**config.mk**
```make
export PLATFORM = sky130hd
export DESIGN_NAME = coin_acceptor_flat
export DESIGN_NICKNAME = d
export VERILOG_FILES = /design/src/rtl/coin_acceptor_if.sv /design/src/rtl/coin_acceptor.sv /design/src/flat_wrapper.sv
export SDC_FILE = /design/constraint.sdc
export NUM_CORES = 1
export LEC_CHECK = 0
export CAP_MARGIN = 5
export CORE_ASPECT_RATIO = 0.6
export CORE_MARGIN = 2
export CORE_UTILIZATION = 35
export CTS_CLUSTER_SIZE = 16
export DETAILED_ROUTE_END_ITERATION = 16
export SLEW_MARGIN = 0
export SYNTH_ARGS = -nofsm -noshare
export SYNTH_HDL_FRONTEND = slang
export SYNTH_SLANG_ARGS = --single-unit
```
**constraint.sdc**
```tcl
create_clock -name clock -period 3.5 [get_ports clock]
set_clock_uncertainty 0.05 [all_clocks]
set_input_delay 0.525 -clock clock [delete_from_list [all_inputs] [get_ports clock]]
set_output_delay 0.525 -clock clock [all_outputs]
set_load 0.02 [all_outputs]
```
**src/rtl/coin_acceptor_if.sv**
```systemverilog
// Signal bundle between the coin sensors/vending logic and coin_acceptor.
// The slave side is the acceptor. state_dbg exposes the acceptor FSM state for observation.
interface coin_acceptor_if;
  logic       dime_raw;
  logic       quarter_raw;
  logic       enable;
  logic       D;
  logic       Q;
  logic       reject;
  logic       jam;
  logic [7:0] coin_count;
  logic [2:0] state_dbg;

  modport master (
    output dime_raw, quarter_raw, enable,
    input  D, Q, reject, jam, coin_count, state_dbg
  );

  modport slave (
    input  dime_raw, quarter_raw, enable,
    output D, Q, reject, jam, coin_count, state_dbg
  );
endinterface

```
**src/rtl/coin_acceptor.sv**
```systemverilog
// Debounced dime/quarter acceptor: one D/Q/reject pulse per coin, jam detection on
// over-long holds, and a saturating count of accepted coins.
module coin_acceptor #(
  parameter int DEBOUNCE_CYCLES = 4,
  parameter int JAM_CYCLES      = 64
) (
  input  logic            clock,
  input  logic            reset_n,
  coin_acceptor_if.slave  bus
);

  typedef enum logic [2:0] {
    IDLE       = 3'd0,
    PRESS_DB   = 3'd1,
    HELD       = 3'd2,
    RELEASE_DB = 3'd3,
    JAM        = 3'd4
  } state_t;

  // The sample that moves us out of IDLE/HELD already counts as the first of N,
  // hence the N-2 reload; entering JAM has not yet seen a low sample, hence N-1.
  localparam logic [7:0]  DB_FIRST = 8'(DEBOUNCE_CYCLES - 2);
  localparam logic [7:0]  DB_FULL  = 8'(DEBOUNCE_CYCLES - 1);
  localparam logic [15:0] JAM_LIM  = 16'(JAM_CYCLES);

  state_t      state, state_nx;
  logic [1:0]  sync_d, sync_q;
  logic [7:0]  db_cnt, db_cnt_nx;
  logic [15:0] hold_cnt, hold_cnt_nx;
  logic        coin_type, coin_type_nx;   // 1 = quarter
  logic        d_r, q_r, rej_r;
  logic        d_nx, q_nx, rej_nx;
  logic [7:0]  count_r;

  logic sd, sq, both, none, one, own;
  assign sd   = sync_d[1];
  assign sq   = sync_q[1];
  assign both = sd & sq;
  assign none = ~sd & ~sq;
  assign one  = sd ^ sq;
  assign own  = coin_type ? (sq & ~sd) : (sd & ~sq);

  always_ff @(posedge clock or negedge reset_n) begin
    if (!reset_n) begin
      sync_d    <= 2'b00;
      sync_q    <= 2'b00;
      state     <= IDLE;
      db_cnt    <= 8'd0;
      hold_cnt  <= 16'd0;
      coin_type <= 1'b0;
      d_r       <= 1'b0;
      q_r       <= 1'b0;
      rej_r     <= 1'b0;
      count_r   <= 8'd0;
    end else begin
      sync_d    <= {sync_d[0], bus.dime_raw};
      sync_q    <= {sync_q[0], bus.quarter_raw};
      state     <= state_nx;
      db_cnt    <= db_cnt_nx;
      hold_cnt  <= hold_cnt_nx;
      coin_type <= coin_type_nx;
      d_r       <= d_nx;
      q_r       <= q_nx;
      rej_r     <= rej_nx;
      if ((d_nx || q_nx) && count_r != 8'hFF)
        count_r <= count_r + 8'd1;
    end
  end

  always_comb begin
    state_nx     = state;
    db_cnt_nx    = db_cnt;
    hold_cnt_nx  = hold_cnt;
    coin_type_nx = coin_type;
    d_nx         = 1'b0;
    q_nx         = 1'b0;
    rej_nx       = 1'b0;
    case (state)
      IDLE: begin
        if (both) begin
          rej_nx      = 1'b1;
          hold_cnt_nx = 16'd1;
          state_nx    = HELD;
        end else if (one) begin
          coin_type_nx = sq;
          db_cnt_nx    = DB_FIRST;
          state_nx     = PRESS_DB;
        end
      end
      PRESS_DB: begin
        if (both) begin
          rej_nx      = 1'b1;
          hold_cnt_nx = 16'd1;
          state_nx    = HELD;
        end else if (own) begin
          if (db_cnt == 8'd0) begin
            // enable matters only on this accept cycle
            d_nx        = bus.enable & ~coin_type;
            q_nx        = bus.enable &  coin_type;
            rej_nx      = ~bus.enable;
            hold_cnt_nx = 16'd1;
            state_nx    = HELD;
          end else begin
            db_cnt_nx = db_cnt - 8'd1;
          end
        end else begin
          state_nx = IDLE;
        end
      end
      HELD: begin
        if (hold_cnt != 16'hFFFF) hold_cnt_nx = hold_cnt + 16'd1;
        if (none) begin
          db_cnt_nx = DB_FIRST;
          state_nx  = RELEASE_DB;
        end else if (hold_cnt >= JAM_LIM) begin
          db_cnt_nx = DB_FULL;
          state_nx  = JAM;
        end
      end
      RELEASE_DB: begin
        if (hold_cnt != 16'hFFFF) hold_cnt_nx = hold_cnt + 16'd1;
        if (!none)                state_nx  = HELD;
        else if (db_cnt == 8'd0)  state_nx  = IDLE;
        else                      db_cnt_nx = db_cnt - 8'd1;
      end
      JAM: begin
        if (!none)                db_cnt_nx = DB_FULL;
        else if (db_cnt == 8'd0)  state_nx  = IDLE;
        else                      db_cnt_nx = db_cnt - 8'd1;
      end
      default: state_nx = IDLE;
    endcase
  end

  assign bus.D          = d_r;
  assign bus.Q          = q_r;
  assign bus.reject     = rej_r;
  assign bus.jam        = (state == JAM);
  assign bus.coin_count = count_r;
  assign bus.state_dbg  = state;

endmodule

```
**src/flat_wrapper.sv**
```systemverilog
// flat-port wrapper written by rule: the top's interface ports become plain ports
module coin_acceptor_flat 
#(
  parameter int DEBOUNCE_CYCLES = 4,
  parameter int JAM_CYCLES      = 64
)
  (clock, reset_n, bus_dime_raw, bus_quarter_raw, bus_enable, bus_D, bus_Q, bus_reject, bus_jam, bus_coin_count, bus_state_dbg);
  coin_acceptor_if bus_i ();
  input  logic clock;
  input  logic reset_n;
  input wire logic [$bits(bus_i.dime_raw)-1:0] bus_dime_raw;
  input wire logic [$bits(bus_i.quarter_raw)-1:0] bus_quarter_raw;
  input wire logic [$bits(bus_i.enable)-1:0] bus_enable;
  output wire logic [$bits(bus_i.D)-1:0] bus_D;
  output wire logic [$bits(bus_i.Q)-1:0] bus_Q;
  output wire logic [$bits(bus_i.reject)-1:0] bus_reject;
  output wire logic [$bits(bus_i.jam)-1:0] bus_jam;
  output wire logic [$bits(bus_i.coin_count)-1:0] bus_coin_count;
  output wire logic [$bits(bus_i.state_dbg)-1:0] bus_state_dbg;
  assign bus_i.dime_raw = bus_dime_raw;
  assign bus_i.quarter_raw = bus_quarter_raw;
  assign bus_i.enable = bus_enable;
  assign bus_D = bus_i.D;
  assign bus_Q = bus_i.Q;
  assign bus_reject = bus_i.reject;
  assign bus_jam = bus_i.jam;
  assign bus_coin_count = bus_i.coin_count;
  assign bus_state_dbg = bus_i.state_dbg;
  coin_acceptor #(.DEBOUNCE_CYCLES(DEBOUNCE_CYCLES), .JAM_CYCLES(JAM_CYCLES)) u_core (.clock(clock), .reset_n(reset_n), .bus(bus_i));
endmodule
```
After elaboration in Yosys (flattened, before gate mapping):

Cells that the tools add are included.

* register bits after elaboration: 43
* input port bits: 5
* output and inout port bits: 15
* logic and storage cells: 97

* $add $sub $neg: 3
* $lt $le $gt $ge: 1
* equal/unequal tests: 19
* mux-type cells: 41
* bitwise gates (word level): 12
* reductions and logical operators: 11

Operators with widths (count)
* $mux W16: 5
* $mux W8: 9
* $pmux W16 S3: 1
* $pmux W8 S5: 1
* $mux W3: 10
* $add A16 B1 Y16 const B: 1
* $ge A16 B7 Y1 const B: 1
* $ne A16 B16 Y1 const B: 1
* $pmux W3 S5: 1
* $mux W1: 13
* $ne A2 B1 Y1 const B: 6
* $ne A3 B1 Y1 const B: 4
* $add A8 B1 Y8 const B: 1
* $logic_not A8 Y1: 1
* $ne A8 B8 Y1 const B: 1
* $sub A8 B1 Y8 const B: 1
* $reduce_and A7 Y1: 1
* $and A1 B1 Y1: 6
* $eq A3 B2 Y1 const B: 2
* $not A1 Y1: 5
* $reduce_and A5 Y1: 1
* $reduce_bool A5 Y1: 1
* $ne A2 B2 Y1 const B: 2
* $ne A4 B3 Y1 const B: 1
* other kinds (11): 11

Depth between registers and ports, before layout:

Gate-level depths: netlist of the first run.

* depth after elaboration: 8
* mapped depth: 8
* mapped depth without buffers: 7

Least setup slack after synthesis of the first run:

No wires, ideal clock.

* kind: flip-flop to flip-flop
* start: reg u_core.db_cnt[0]
* end: reg u_core.hold_cnt[11]
* library setup time: 0.078 ns
* arrival: 2.392 ns
* data required time: 3.372 ns
* setup slack: 0.980 ns
* stages on the path, launching flop included: 9
* buffers on the path: 1
* period minus slack after synthesis: 2.520 ns
* cell sequence: dfrtp_1 > inv_1 > ha_1 > or3b_2 > o41ai_4 > o211ai_1 > buf_2 > or4_1 > a21oi_1

* cells in the longest elaborated chain, start to end: 3

RTL lines
* start, declared: RTL line coin_acceptor.sv:28 `logic [7:0] db_cnt, db_cnt_nx;`
* start signal, assigned: RTL line coin_acceptor.sv:59 `db_cnt <= db_cnt_nx;`
* $logic_not A8 Y1: RTL line coin_acceptor.sv:96 `if (db_cnt == 8'd0) begin`
* $ne A3 B1 Y1 (no line)
* $reduce_and A5 Y1 (no line)
* end signal, assigned: RTL line coin_acceptor.sv:60 `hold_cnt <= hold_cnt_nx;`
* end, declared: RTL line coin_acceptor.sv:29 `logic [15:0] hold_cnt, hold_cnt_nx;`

No other way between the ends.
A chain may end at the register's enable or synchronous reset.

Final worst setup path of the first run:

* start: reg u_core.db_cnt[0]
* end: reg u_core.hold_cnt[13]

The elaborated chain is that of the path after synthesis.

==> flow_summary_export.csv, run 1 <==
group,metric,value,unit
final_layout,final_common_cell,"dfrtp_1",
floorplanning,die_y,68.2,um
placed_design,place.gp.congestion,0.820,
critical_path,cpMaxStageDelayCell,"or4_1",
critical_path,critPathBufInv,1,
floorplanning,die_w,111,um
synthesis,synth-edff-count,0,
global_routing,antenna_found_initial,0,
critical_path,arrival,3.11,ns
floorplanning,dieArea,7570,um2
cts,cts_tree,"done",
synthesis,synthArstFlopShare,100,%
run_status,outcome,"complete, no violations",
floorplanning,io_pins,20,
global_routing,grt_pass1_vias,1743,
final_layout,register_area,1080,um2
timing,fin_ws,0.545,ns
cts,htree_levels,2,
synthesis,ys_warn_count,0,
pwr,ir_worst_vdd,0.200,mV
worst_hold_path,worstHoldPathType,"reg -> reg",
synthesis,avgSynthCellArea,9.47,um2
timing,relSlewSlack,37.0,%
final_layout,nets,283,
detailed_routing,vias,1973,
final_layout,nFillCells,633,
synthesis,synthCells,254,
critical_path,timing_worst_setup_path_type,"reg -> reg",
floorplanning,fp-row-count,23,
final_layout,instances_no_fill,357,
detailed_routing,drt_iter0_drc,160,
global_routing,grt_usage,14.8,%
cts,clk_path_buf_depth,2,
detailed_routing,drt-total-wl,5220,um
floorplanning,initial_core_util,36.2,%
timing,post-route-period-util,84.4,%
cts,cts.sinks,43,
timing,timing.final.crit_period,2.95,ns
pwr,cellLeakagePower,0.00123,uW
placed_design,dp.cells,349,
cts,cts_root_buffer,"clkbuf_16",
timing,rsz0062_at_grt,"no",
synthesis,ys_seq_elements,43,
timing,achievable-frequency,338,MHz
cts,numCtsBuffers,5,
placed_design,port_buffers,19,
global_routing,grt_max_degree,44,
placed_design,dp_slack,0.560,ns
final_layout,n_antenna_cell,0,
synthesis,syn_area,2400,um2
timing,tightest_slew,0.946,ns
critical_path,critical_path.top_delay_family,"simple AND/OR/NAND/NOR gates",
pwr,fin_total_pwr,1200,uW
timing,finalSetupViolCount,0,
timing,hold_violations,0,
timing,tns,0,ns
pwr,power_density,425,nW/um2
critical_path,startpoint_type,"flop",
detailed_routing,drt_pass1_iterations,4,
cts,path_clk_slew,0.07,ns
detailed_routing,vias_per_cell,5.53,
cts,cts.repair.resized,0,
detailed_routing,drc_errors,0,
placed_design,hpwl,3680,um
critical_path,required,3.66,ns
global_routing,grt_pass1_wl,8850,um
critical_path,critPathMaxStageDelay,0.57,ns
placed_design,place_area,2660,um2
floorplanning,core,6650,um2
synthesis,syn_nets,268,
critical_path,crit_path_cell_trace,"inv_1 > ha_1 > or3b_2 > o41ai_4 > o211ai_1 > or4_1 > a21oi_1",
final_layout,final_area,2830,um2
critical_path,endpoint_kind,"flop",
final_layout,layout-drive-gt1-share,5.56,%
synthesis,ys_seq_area_share,44.7,%
detailed_routing,ant_nets,0,
final_layout,multi_input_area,1240,um2
cts,postCtsSetupRepairBufs,0,
timing,maxSlewViolCount,0,
synthesis,synthDistinctLibCells,51,
critical_path,crit_fanout,11,
cts,holdBufCountCts,0,
global_routing,grt-ovfl-total,0,
synthesis,ys.flop_type,"dfrtp_1",
cts,clk_latency,0.29,ns
final_layout,synthToLayoutAreaGrowth,17.6,%
run,drv_cap,0,
detailed_routing,wl_per_cell,14.6,um
final_layout,layout_common_cells,"dfrtp_1, nand2_1, clkdlybuf4s50_1",
worst reg2reg max path: stages, from the launching register on:
cell	delay, ns
dfrtp_1	0.42
inv_1	0.15
ha_1	0.16
or3b_2	0.50
o41ai_4	0.46
o211ai_1	0.41
or4_1	0.57
a21oi_1	0.15
cells by family (layout without fill, tap and decap cells):
family | Yosys count | after routing | synth area share, %
mux | 3 | 3 | 1.30
xor+xnor | 8 | 8 | 2.91
compound gates | 66 | 66 | 19.1
fa+ha+maj | 9 | 9 | 4.68
flops | 43 | 43 | 44.7
buf+inv | 22 | 38 | 3.49
simple gates | 103 | 103 | 23.8
cells in the mapped netlist, types with 3 or more instances:
cell type | n | share of area, %
o21ai_0 | 17 | 3.5
xnor2_1 | 6 | 2.2
nor2b_1 | 5 | 1.3
o21bai_1 | 3 | 0.94
o211ai_1 | 4 | 1.2
a21oi_1 | 12 | 2.5
dfrtp_1 | 43 | 45
inv_1 | 11 | 1.7
or4_1 | 8 | 2.5
and3_1 | 3 | 0.78
nand4_1 | 9 | 2.3
nand2b_1 | 4 | 1.0
clkbuf_1 | 8 | 1.2
ha_1 | 9 | 4.7
nor4_1 | 8 | 2.1
nor3_1 | 6 | 1.2
and2_1 | 4 | 1.0
o31ai_1 | 9 | 2.8
o41ai_1 | 3 | 1.1
nor2_1 | 16 | 2.5
nand3_1 | 6 | 1.2
nand2_1 | 21 | 3.3
or3_1 | 3 | 0.78
path summary, 6_finish.rpt:
| path | from | endpoint | slack (ns) | cells past startpoint |
|---|---|---|---|---|
| setup / recovery | u_core.db_cnt[0] | u_core.hold_cnt[13] | 0.55 | 7 |
| hold / removal | u_core.sync_q[0] | u_core.sync_q[1] | 0.30 | 0 |
| setup reg to reg | u_core.db_cnt[0] | u_core.hold_cnt[13] | 0.55 | 7 |
| hold reg to reg | u_core.sync_q[0] | u_core.sync_q[1] | 0.30 | 0 |
| max in group asynchronous | reset_n | u_core.db_cnt[5] | 2.47 | 1 |
| min in group asynchronous | reset_n | u_core.hold_cnt[3] | 0.32 | 1 |
report_power, final:
group          switching [uW]  total, uW  leakage (uW)  internal (uW)
registers                30.8        554      0.000570            523
clock network             206        546     0.0000804            339
logic                    62.5        103      0.000579           40.9
total                     300       1200       0.00123            903
metal layers:
| metal | up-vias | track usage, % | part of all wire (%) |
|---|---|---|---|
| met5 | - | 0 | 0 |
| met4 | 0 | 4.63 | 0.84 |
| met3 | 4 | 3.72 | 7.2 |
| met2 | 52 | 18.9 | 37 |
| met1 | 938 | 23.6 | 55 |
| li1 | 979 | - | - |
layout make-up:
type / instances / share of cell area, %
multi-input cells: 189 / 44.0
repair buffers: 19 / 6.55
clock inverters: 3 / 1.64
flip-flops and latches: 43 / 38.1
well taps: 87 / 3.85
clock buffers: 5 / 4.42
inverters: 11 / 1.46
flip-flops by register name (all words and copies together) (netlist names):
signal	flops
u_core.bus.state_dbg	3
u_core.sync_q	2
u_core.coin_type	1
u_core.sync_d	2
u_core.hold_cnt	16
u_core.db_cnt	8
u_core.bus.coin_count	8
u_core.bus.reject	1
u_core.bus.Q	1
u_core.bus.D	1
metrics by stage:
step	hold WS (ns)	util [%]
after detailed placement	0.285	40.0
after CTS	0.299	42.5
after global routing	0.304	42.5
after floorplan	0.179	-
after global placement	0.283	40.0
final	0.298	42.5
No activity file was read; power rests on OpenSTA's default activity.
==> run 2: changes to the inputs <==
- clock period: 3.5 -> 3 ns (I/O delays scaled with it)
==> flow_summary_export.csv, run 2 (synthesized netlist as in run 1, its figures left out) <==
group,metric,value,unit
pwr,cellLeakagePower,0.00126,uW
pwr,combPwrFrac,9.5,%
final_layout,largest-register,"u_core.hold_cnt",
cts,numCtsBuffers,5,
global_routing,antenna_found_initial,0,
floorplanning,io_pins,20,
timing,tns,0,ns
detailed_routing,vias_per_cell,5.43,
cts,cts.sinks,43,
critical_path,r2r_start,"u_core.db_cnt[0]",
cts,cts_root_buffer,"clkbuf_16",
final_layout,multi_input_area,1240,um2
placed_design,port_buffers,19,
detailed_routing,wl_per_cell,14.6,um
timing,relSlewSlack,36.9,%
critical_path,arrival,2.92,ns
final_layout,layout_common_cells,"dfrtp_1, nand2_1, clkdlybuf4s50_1",
final_layout,layout-drive-gt1-share,8.27,%
detailed_routing,vias,1982,
timing,rsz0062_at_grt,"no",
placed_design,place.gp.congestion,0.843,
worst_hold_path,worstHoldPathType,"in -> async",
cts,postCtsSetupRepairBufs,0,
critical_path,critPathMaxStageDelay,0.53,ns
cts,path_clk_slew,0.06,ns
run_status,outcome,"complete, no violations",
pwr,ir_worst_vdd,0.263,mV
timing,finalSetupViolCount,0,
global_routing,grt_usage,14.7,%
global_routing,grt_max_degree,44,
placed_design,hpwl,3830,um
floorplanning,dieArea,7570,um2
final_layout,final_common_cell,"dfrtp_1",
detailed_routing,drc_errors,0,
global_routing,grt_pass1_vias,1724,
critical_path,critPathBufInv,1,
pwr,switching_share,25.7,%
pwr,p_int,995,uW
final_layout,nets,291,
critical_path,crit_fanout,11,
critical_path,crit_path_cell_trace,"inv_1 > ha_1 > or3b_2 > o41ai_4 > o21ai_1 > or4_1 > a21oi_1",
run,drv_cap,0,
cts,clk_path_buf_depth,2,
timing,hold_violations,0,
detailed_routing,drt_iter0_drc,157,
floorplanning,initial_core_util,36.2,%
cts,htree_levels,2,
critical_path,startpoint_type,"flop",
critical_path,required,3.16,ns
floorplanning,fp-row-count,23,
pwr,power_density,467,nW/um2
cts,holdBufCountCts,0,
detailed_routing,drt_pass1_iterations,5,
global_routing,grt_pass1_wl,8800,um
critical_path,crit_start,"u_core.db_cnt[0]",
pwr,fin_total_pwr,1340,uW
cts,cts_tree,"done",
timing,tightest_slew,0.947,ns
final_layout,nFillCells,643,
cts,clk_latency,0.29,ns
critical_path,timing_worst_setup_path_type,"reg -> reg",
cts,cts.repair.resized,0,
floorplanning,die_y,68.2,um
critical_path,endpoint_kind,"flop",
pwr,seq_power_share,48.1,%
floorplanning,die_w,111,um
timing,achievable-frequency,362,MHz
final_layout,synthToLayoutAreaGrowth,19.4,%
final_layout,largest_reg_flops,16,
timing,timing.final.crit_period,2.76,ns
timing,post-route-period-util,92.0,%
detailed_routing,ant_nets,0,
final_layout,n_antenna_cell,0,
critical_path,critical_path.top_delay_family,"simple AND/OR/NAND/NOR gates",
pwr,p_clk_share,42.4,%
critical_path,cpMaxStageDelayCell,"or4_1",
pwr,power_switching,345,uW
timing,maxSlewViolCount,0,
floorplanning,core,6650,um2
final_layout,register_area,1080,um2
detailed_routing,drt-total-wl,5330,um
global_routing,grt-ovfl-total,0,
## run 2: cell count changes in the layout (fill, tap and decap cells not counted), sizes merged
| cell | change |
|---|---|
| bufinv | -1 |
| clkbuf | +1 |
| buf | +8 |
| inv | -1 |
| clkinv | +1 |
## run 2: power groups by stage
stage	combinational [uW]	sequential (uW)	clock, uW
floorplan	82.5	648	0
global placement	126	654	0
detailed placement	128	655	0
CTS	130	644	583
global route	148	648	611
finish	127	645	568
## run 2: final timing paths
kind,cells after the start,slack [ns],end
worst min register to register,0,0.30,u_core.sync_q[1]
worst min-delay path,1,0.25,u_core.hold_cnt[15]
worst max register to register,7,0.24,u_core.hold_cnt[14]
worst max-delay path,7,0.24,u_core.hold_cnt[14]
min in group clock,0,0.30,u_core.sync_q[1]
max in group asynchronous,1,2.04,u_core.db_cnt[5]
## run 2: metrics by stage
| stage | hold slack [ns] | utilization, % | setup WS, ns | instance area [um2] | cells |
|---|---|---|---|---|---|
| detailed placement | 0.290 | 40.9 | 0.265 | 2720 | 357 |
| global placement | 0.284 | 40.9 | 0.340 | 2720 | 357 |
| global route | 0.306 | 43.2 | 0.0430 | 2870 | 365 |
| CTS | 0.304 | 43.2 | 0.244 | 2870 | 365 |
| finish | 0.251 | 43.2 | 0.240 | 2870 | 365 |
| floorplan | 0.104 | - | 0.480 | 2400 | 254 |
## run 2: metal layers
metal / vias to the layer above / GRT usage, % / share of wire (%)
li1: 1006 / - / -
met1: 934 / 23.2 / 58
met2: 40 / 19.3 / 36
met3: 2 / 4.07 / 5.9
met4: 0 / 3.70 / 0.34
met5: - / 0 / 0
## run 2: area by class of cell
class / count / share of cell area [%]
Multi-Input combinational cell: 189 / 43.4
Sequential cell: 43 / 37.5
Timing Repair Buffer: 27 / 8.54
Clock buffer: 6 / 4.84
Tap cell: 87 / 3.79
Inverter: 11 / 1.44
Clock inverter: 2 / 0.566
